--- src/rtl/decode_pkg.sv ---
// decode_pkg: shared widths, opcode map, format enum and decoded bundle type for the RV32I decode stage.
package decode_pkg;
  localparam int INSN_WIDTH = 32;
  localparam int XLEN = 32;
  localparam int PC_WIDTH = 32;
  localparam int NUM_REGS = 32;
  localparam int REG_ADDR_WIDTH = $clog2(NUM_REGS);
  localparam logic [6:0] OPC_OP = 7'b0110011;
  localparam logic [6:0] OPC_OP_IMM = 7'b0010011;
  localparam logic [6:0] OPC_LOAD = 7'b0000011;
  localparam logic [6:0] OPC_JALR = 7'b1100111;
  localparam logic [6:0] OPC_SYSTEM = 7'b1110011;
  localparam logic [6:0] OPC_STORE = 7'b0100011;
  localparam logic [6:0] OPC_BRANCH = 7'b1100011;
  localparam logic [6:0] OPC_LUI = 7'b0110111;
  localparam logic [6:0] OPC_AUIPC = 7'b0010111;
  localparam logic [6:0] OPC_JAL = 7'b1101111;
  typedef enum logic [2:0] {
    FMT_R = 3'd0,
    FMT_I = 3'd1,
    FMT_S = 3'd2,
    FMT_B = 3'd3,
    FMT_U = 3'd4,
    FMT_J = 3'd5,
    FMT_ILL = 3'd7
  } fmt_e;
  typedef struct packed {
    logic [PC_WIDTH-1:0] pc;
    logic [6:0] opcode;
    logic [2:0] funct3;
    logic [6:0] funct7;
    logic [REG_ADDR_WIDTH-1:0] rs1;
    logic [REG_ADDR_WIDTH-1:0] rs2;
    logic [REG_ADDR_WIDTH-1:0] rd;
    logic [XLEN-1:0] imm;
    fmt_e fmt;
    logic uses_rs1;
    logic uses_rs2;
    logic writes_rd;
    logic illegal;
  } decoded_insn_t;
endpackage

--- src/rtl/insn_decoder.sv ---
// insn_decoder: combinational RV32I field split, format classification and immediate generation.
module insn_decoder
  import decode_pkg::*;
(
  input  logic [INSN_WIDTH-1:0] insn,
  input  logic [PC_WIDTH-1:0]   pc,
  output decoded_insn_t         dec
);
  logic [6:0] opc;
  fmt_e fmt;
  logic [31:0] imm32;
  always_comb begin
    opc = insn[6:0];
    fmt = opc == OPC_OP ? FMT_R :
          (opc == OPC_OP_IMM || opc == OPC_LOAD || opc == OPC_JALR || opc == OPC_SYSTEM) ? FMT_I :
          opc == OPC_STORE ? FMT_S :
          opc == OPC_BRANCH ? FMT_B :
          (opc == OPC_LUI || opc == OPC_AUIPC) ? FMT_U :
          opc == OPC_JAL ? FMT_J : FMT_ILL;
    imm32 = fmt == FMT_I ? {{20{insn[31]}}, insn[31:20]} :
            fmt == FMT_S ? {{20{insn[31]}}, insn[31:25], insn[11:7]} :
            fmt == FMT_B ? {{20{insn[31]}}, insn[7], insn[30:25], insn[11:8], 1'b0} :
            fmt == FMT_U ? {insn[31:12], 12'b0} :
            fmt == FMT_J ? {{12{insn[31]}}, insn[19:12], insn[20], insn[30:21], 1'b0} : 32'd0;
    dec = '0;
    dec.pc = pc;
    dec.opcode = opc;
    dec.funct3 = insn[14:12];
    dec.funct7 = insn[31:25];
    dec.rs1 = insn[19:15];
    dec.rs2 = insn[24:20];
    dec.rd = insn[11:7];
    // Widening a signed 32-bit value sign-extends U-type too when XLEN > 32.
    dec.imm = XLEN'($signed(imm32));
    dec.fmt = fmt;
    dec.uses_rs1 = fmt inside {FMT_R, FMT_I, FMT_S, FMT_B};
    dec.uses_rs2 = fmt inside {FMT_R, FMT_S, FMT_B};
    dec.writes_rd = fmt inside {FMT_R, FMT_I, FMT_U, FMT_J} && insn[11:7] != '0;
    dec.illegal = fmt == FMT_ILL;
  end
endmodule

--- src/rtl/decode_stage.sv ---
// decode_stage: registered RV32I decode with a one-entry skid buffer so in_ready comes from a flop.
module decode_stage
  import decode_pkg::*;
#(
  parameter int INSN_WIDTH = 32,
  parameter int XLEN = 32,
  parameter int PC_WIDTH = 32,
  parameter int NUM_REGS = 32,
  localparam int REG_ADDR_WIDTH = $clog2(NUM_REGS)
) (
  input  logic                      clk,
  input  logic                      rst,
  input  logic                      flush,
  input  logic                      in_valid,
  output logic                      in_ready,
  input  logic [INSN_WIDTH-1:0]     in_insn,
  input  logic [PC_WIDTH-1:0]       in_pc,
  output logic                      out_valid,
  input  logic                      out_ready,
  output logic [PC_WIDTH-1:0]       out_pc,
  output logic [6:0]                out_opcode,
  output logic [2:0]                out_funct3,
  output logic [6:0]                out_funct7,
  output logic [REG_ADDR_WIDTH-1:0] out_rs1,
  output logic [REG_ADDR_WIDTH-1:0] out_rs2,
  output logic [REG_ADDR_WIDTH-1:0] out_rd,
  output logic [XLEN-1:0]           out_imm,
  output logic [2:0]                out_fmt,
  output logic                      out_uses_rs1,
  output logic                      out_uses_rs2,
  output logic                      out_writes_rd,
  output logic                      out_illegal
);
  decoded_insn_t dec, out_q, skid_q;
  logic skid_valid, accept, xfer;
  insn_decoder u_dec (.insn(in_insn), .pc(in_pc), .dec(dec));
  assign in_ready = !skid_valid;
  assign accept = in_valid && in_ready;
  assign xfer = out_valid && out_ready;
  always_ff @(posedge clk) begin
    if (rst) begin
      out_valid <= 1'b0;
      skid_valid <= 1'b0;
      out_q <= '0;
      skid_q <= '0;
    end else if (flush) begin
      out_valid <= 1'b0;
      skid_valid <= 1'b0;
    end else if (!out_valid || xfer) begin
      out_valid <= skid_valid || accept;
      skid_valid <= 1'b0;
      if (skid_valid) out_q <= skid_q;
      else if (accept) out_q <= dec;
    end else if (accept) begin
      skid_valid <= 1'b1;
      skid_q <= dec;
    end
  end
  assign out_pc = out_q.pc;
  assign out_opcode = out_q.opcode;
  assign out_funct3 = out_q.funct3;
  assign out_funct7 = out_q.funct7;
  assign out_rs1 = out_q.rs1;
  assign out_rs2 = out_q.rs2;
  assign out_rd = out_q.rd;
  assign out_imm = out_q.imm;
  assign out_fmt = out_q.fmt;
  assign out_uses_rs1 = out_q.uses_rs1;
  assign out_uses_rs2 = out_q.uses_rs2;
  assign out_writes_rd = out_q.writes_rd;
  assign out_illegal = out_q.illegal;
endmodule

--- config.mk ---
export PLATFORM = sky130hd
export DESIGN_NAME = decode_stage
export DESIGN_NICKNAME = d
export VERILOG_FILES = /design/src/rtl/decode_pkg.sv /design/src/rtl/insn_decoder.sv /design/src/rtl/decode_stage.sv
export SDC_FILE = /design/constraint.sdc
export NUM_CORES = 1
export LEC_CHECK = 0
export ABC_AREA = 0
export CAP_MARGIN = 20
export CORE_MARGIN = 5
export CORE_UTILIZATION = 47
export CTS_CLUSTER_SIZE = 14
export DETAILED_ROUTE_END_ITERATION = 10
export GPL_TIMING_DRIVEN = 1
export PLACE_DENSITY = 0.77
export REMOVE_ABC_BUFFERS = 1
export SYNTH_ARGS = -nofsm -noshare
export SYNTH_HDL_FRONTEND = slang
export SYNTH_SLANG_ARGS = --single-unit
--- constraint.sdc ---
create_clock -name clk -period 1.6 [get_ports clk]
set_input_delay 0.32 -clock clk [delete_from_list [all_inputs] [get_ports clk]]
set_output_delay 0.32 -clock clk [all_outputs]
set_load 0.02 [all_outputs]
; ---- Word-level counts from Yosys, hierarchy flattened
; Cells that the tools add are included.
[totals]
elab_cells = 80
register_bits = 208
output_inout_bits = 105
[classes]
n_reduce_logical = 21
eq_ne = 16
n_mux = 13
bitwise = 2
[ops]
columns = op, n
row1 = 103-bit two-way mux, 2
row2 = 32-bit two-way mux, 5
row3 = "7-bit equality test, second input constant", 4
row4 = "7-bit by 6-bit equality test with 1-bit output, second input constant", 3
row5 = 3-bit two-way mux, 5
row6 = "7-bit by 5-bit equality test with 1-bit output, second input constant", 2
row7 = "3-bit equality test, second input constant", 3
row8 = 4-bit nonzero test, 2
row9 = "7-bit by 2-bit equality test with 1-bit output, second input constant", 1
row10 = "3-bit by 2-bit equality test with 1-bit output, second input constant", 2
row11 = 1-bit logical OR, 6
row12 = 3-bit AND reduction, 2
row13 = 5-bit nonzero test, 1
row14 = "3-bit by 1-bit equality test with 1-bit output, second input constant", 1
row15 = 1-bit logical AND, 3
row16 = 3-bit logical NOT, 1
row17 = 3-bit nonzero test, 1
row18 = 3-bit OR reduction, 1
row19 = 1-bit logical NOT, 2
row20 = 2-bit two-way mux, 1
row21 = 1-bit inverter, 2
row22 = 2-bit nonzero test, 1
row23 = 2-bit OR reduction, 1

; ---- Depth between registers and ports, before layout
[depth]
word_depth = 15
ltp_mapped = 7

; ---- By module
; From an unflattened synthesis, not the netlist that was laid out.
[unflattened]
cells_unflattened = 1104
area_unflattened_um2 = 10895.4
[by_module_without_submodules]
columns = module, area_per_inst_um2, instances, seq_area_each_um2, cells_each
row1 = decode_stage, 9704.3, 1, 4164.0, 927
row2 = insn_decoder, 1191.1, 1, 0.0, 177

; ---- Worst setup path before layout
; Ideal clock, no wire load.
[synth_timing]
kind = in2reg
start = input in_insn[3]
end = register out_q (netlist bit out_imm[22])
setup_slack_ps = -152
arrival_ps = 1602
setup_time_ps = 150
stages = 7
path_cell_list = buf_4 -> and4b_1 -> a211oi_2 -> o22ai_2 -> a211oi_2 -> buf_6 -> a221oi_2
[synth_between]
elab_chain_cells = 15
elab_cells_between_ends = 32
classes_between = eq/ne: 15 / mux: 13 / reduce/logical: 4
[synth_lines]
columns = element, line_no
row1 = "start, declared", decode_stage.sv:16  ; input logic [INSN_WIDTH-1:0] in_insn,
row2 = 7-bit equality test (tied with other cells), insn_decoder.sv:19  ; opc == OPC_JAL ? FMT_J : FMT_ILL;
row3 = 2-bit two-way mux or 1-bit logical OR (tied branches), "insn_decoder.sv:19, insn_decoder.sv:18"
row4 = 3-bit two-way mux, insn_decoder.sv:18  ; (opc == OPC_LUI || opc == OPC_AUIPC) ? FMT_U :
row5 = 3-bit two-way mux, insn_decoder.sv:17  ; opc == OPC_BRANCH ? FMT_B :
row6 = 3-bit two-way mux, insn_decoder.sv:16  ; opc == OPC_STORE ? FMT_S :
row7 = 3-bit two-way mux, insn_decoder.sv:15  ; (opc == OPC_OP_IMM || opc == OPC_LOAD || opc == OPC_JALR || opc == OPC_SYSTEM) ? FMT_I :
row8 = 3-bit two-way mux *, insn_decoder.sv:14  ; fmt = opc == OPC_OP ? FMT_R :
row9 = 3-bit equality test, insn_decoder.sv:24  ; fmt == FMT_J ? {{12{insn[31]}}, insn[19:12], insn[20], insn[30:21], 1'b0} : 32'd0;
row10 = 32-bit two-way mux, insn_decoder.sv:24
row11 = 32-bit two-way mux, insn_decoder.sv:23  ; fmt == FMT_U ? {insn[31:12], 12'b0} :
row12 = 32-bit two-way mux, insn_decoder.sv:22  ; fmt == FMT_B ? {{20{insn[31]}}, insn[7], insn[30:25], insn[11:8], 1'b0} :
row13 = 32-bit two-way mux, insn_decoder.sv:21  ; fmt == FMT_S ? {{20{insn[31]}}, insn[31:25], insn[11:7]} :
row14 = 32-bit two-way mux *, insn_decoder.sv:20  ; imm32 = fmt == FMT_I ? {{20{insn[31]}}, insn[31:20]} :
row15 = 103-bit two-way mux *, decode_stage.sv:53  ; else if (accept) out_q <= dec;
row16 = 103-bit two-way mux *, decode_stage.sv:52  ; if (skid_valid) out_q <= skid_q;
row17 = "end signal, assigned", decode_stage.sv:52
row18 = "end, declared", decode_stage.sv:34  ; decoded_insn_t dec, out_q, skid_q;
; Every way passes the cells marked *; elsewhere a longest branch is shown, timed or not. The select of a mux whose other input is x is not followed.
; A chain may end at the register's enable or synchronous reset.

; ---- Final worst setup path
[layout_timing]
start = register skid_valid
end = register out_q (netlist bit out_imm[0])
[layout_between]
elab_chain_cells = 4
elab_cells_between_ends = 5
classes_between = mux: 1 / reduce/logical: 4
[layout_lines]
columns = element, line_no
row1 = "start, declared", decode_stage.sv:35  ; logic skid_valid, accept, xfer;
row2 = "start signal, assigned", decode_stage.sv:43  ; skid_valid <= 1'b0;
row3 = "start signal, assigned", decode_stage.sv:48  ; skid_valid <= 1'b0;
row4 = "start signal, assigned", decode_stage.sv:51  ; skid_valid <= 1'b0;
row5 = 1-bit logical NOT, decode_stage.sv:37  ; assign in_ready = !skid_valid;
row6 = 1-bit logical AND, decode_stage.sv:38  ; assign accept = in_valid && in_ready;
row7 = 2-bit nonzero test (no line), --
row8 = 3-bit AND reduction (no line), --
; Parallel ways exist; a longest one is shown, timed or not.

==> results by group <==
Status
  – Status: complete, but fails checks
  – Violated checks: negative setup slack

Worst setup path
  – Worst Path Max Fanout: 6
  – CP Launch Type: flop
  – Crit path required time: ~2 ns
  – Crit Path Category: flop to flop
  – Worst EP arrival: between 2 and 2.5 ns
  – Nature of the critical path endpoint: flop

Synth
  – FFs w/ async S/R, synth: 0%
  – Mapped Cells: 997
  – Top post-synthesis cells by area: dfxtp_1 48%, nand2_1 8.0%, mux2i_1 6.7%
  – FF+latch count, synth: 208
  – Synth Cell Area: 8680 µm²
  – Synth unique cells: 51
  – Leading area contributor after synthesis: dfxtp_1
  – Yosys warnings: 0
  – Post-synth top area share: 48.0%
  – Top FF cell, synth: dfxtp_1
  – EDFF count, synth: 0
  – Register area share after synthesis: a little under half
  – Syn_area_per_cell: 8.71 µm²

Finish
  – Layout cell share with drive strength beyond 1: a little under a fifth
  – Synthesis-to-finish area growth: 44.4%
  – Final Util: 69.3%
  – Number of fill cells: 1398
  – Antenna cell count: 0
  – Commonest cells after routing, fill and taps aside: 207 x dfxtp_1, 184 x nand2_1, 114 x nor2_1, 103 x dlygate4sd2_1, 74 x a21oi_1
  – Nets@finish: 1293
  – Most common cell after layout, fill and taps aside: dfxtp_1

Drt
  – Post-Route WL: 26.9 mm
  – DR vias/cell: 5.66
  – DR pass1 iterations: 5
  – Total number of vias: 8281
  – ANT nets after route: 0
  – Residual DRC count: 0
  – Wire per inst: around 18 µm
  – DR iter-0 viols: approximately 520

Clocking
  – CTS tree: done
  – Clock buffer depth: 3
  – CTS clk-pin slew, worst paths: 0.06 ns
  – Clock Root Buffer: clkbuf_16
  – H-tree levels: 1
  – TritonCTS Sinks: roughly 210
  – Worst-skew pair later-pin latency: 0.50 ns
  – Total CTS buffers: 22
  – Hold Buf Count CTS: 0

Timing
  – Max-slew violation count: 0
  – # setup viols final: 68
  – RSZ-0062 raised after global routing: yes
  – Min Tclk post-route: 1.68 ns
  – Worst-margin pin slew: 0.384 ns
  – Fin crit share: 105%
  – Setup TNS: -2.54 ns
  – Worst Slack Setup Final: -0.0822 ns
  – Clock skew: around 0.018 ns
  – Final Hold Viols: 0
  – Rel. slew slack: around 74%
  – Fmax: roughly 590 MHz

Die
  – Row cnt: 49
  – Die Area: 21300 µm²
  – Initial Utilization: 48.0%
  – I/O pin cnt: 174
  – Total core area: 18100 µm²
  – Die Ht: around 150 µm
  – Die width: 146 µm

Global route
  – First-pass GRT wire length: 39.2 mm
  – Vias in the first global route: about 7800
  – Initial antenna violation count: 0
  – Total Routing Usage GR: 21.4%
  – Pin count of the biggest net entering global routing: 60
  – GRT overflow: 0

Placed design
  – PortBufs: ~170
  – Routability cong.: 0.868
  – Detailed Place HPWL: between 15 and 20 mm

Worst hold path
  – Worst hold path type: primary input to flop

Flow run
  – Max_cap viols: 0

Pwr
  – P_leak: 4.74 nW
  – Worst VDD drop: 0.806 mV
  – PwrDens: between 900 and 1000 nW/µm²
[synth_stat cells (all sizes together) (3+ instances only)]
master / number
clkbuf: 56
mux2i: 58
o41ai: 5
nand3b: 6
nor2: 118
a21oi: 83
a31oi: 3
a311oi: 11
buf: 35
nand2b: 4
nor4: 3
a211oi: 79
or3: 6
a221oi: 35
a211o: 4
nand2: 185
nor2b: 9
inv: 6
o21bai: 3
o21ai: 23
dfxtp: 208
nor3: 30
nand3: 10
[layer usage]
metal | global-route usage (%) | vias to the layer above | part of all wire [%]
li1 | - | 3983 | -
met1 | 27.1 | 3959 | 41
met2 | 37.8 | 274 | 50
met3 | 2.99 | 65 | 5.7
met4 | 6.41 | 0 | 3.2
met5 | 0 | - | 0
[kinds of logic after synthesis]
kind of cell | synth area share (%)
AND/OR/NAND/NOR | 18.9
XOR/XNOR | 0.101
buffers and inverters | 4.92
AO/OA/AOI/OAI | 21.5
flip-flops | 48.0
multiplexers | 6.69
[worst paths after layout]
path / start / to / slack (ns) / cells after the start
max: skid_valid / out_imm[0] / -0.08 / 8
min: rst / skid_q[3] / 0.14 / 2
max reg2reg: skid_valid / out_imm[0] / -0.08 / 8
min reg2reg: out_fmt[2] / out_fmt[2] / 0.45 / 2
[cell type report]
class / count / area, µm² / share of cell area [%]
timing repair buffer: 294 / 3040 / 24.3
clock buffer: 29 / 638 / 5.09
tap: 229 / 287 / 2.29
inverter: 6 / 22.5 / 0.180
multi-input combinational: 692 / 4350 / 34.7
clock inverter: 5 / 28.8 / 0.230
sequential: 208 / 4170 / 33.2
[per-stage QoR]
step                      hold WS, ns  power [mW]  area [µm²]  instances  setup slack (ns)
final                           0.140        11.9       12500       1463           -0.0822
after global routing            0.130        12.4       12500       1463            -0.152
after CTS                       0.119        11.9       11900       1437           -0.0447
after detailed placement        0.445        7.21       11200       1398            -0.732
after global placement          0.439        7.18       11200       1398            -0.702
after floorplan                 0.386        6.28        8280        906             -7.26
[flip-flops by register name, summed over array words and instances, names as in the netlist]
| register | flops |
|---|---|
| out_uses_rs1 | 1 |
| out_fmt | 3 |
| skid_valid | 1 |
| out_rs2 | 5 |
| out_valid | 1 |
| out_rd | 5 |
| out_uses_rs2 | 1 |
| out_writes_rd | 1 |
| out_funct7 | 7 |
| out_rs1 | 5 |
| out_pc | 32 |
| skid_q | 103 |
| out_funct3 | 3 |
| out_imm | 32 |
| out_illegal | 1 |
| out_opcode | 7 |
[worst max-delay path, cell delays in order, from the launching register on]
cell and delay (ns):
dfxtp_4 0.35, nor2_1 0.06, buf_4 0.15, nor3_4 0.20, buf_6 0.14, buf_6 0.17, buf_4 0.14, nor3b_1 0.04
a311o_1 0.31
[what timing repair did]
action                                  4_1_cts  5_1_grt
pin swaps                                    12       21
resized for setup                           137       90
buffers inserted                              3       16
gates cloned                                  2       12
endpoints found under the setup margin      191      167
[where the power goes]
part | switching, mW | total (mW) | internal, mW
Sequential | 0.0996 | 5.47 | 5.37
Combinational | 0.930 | 1.71 | 0.776
Clock | 2.00 | 4.78 | 2.77
(Power assumes the default switching activity.)
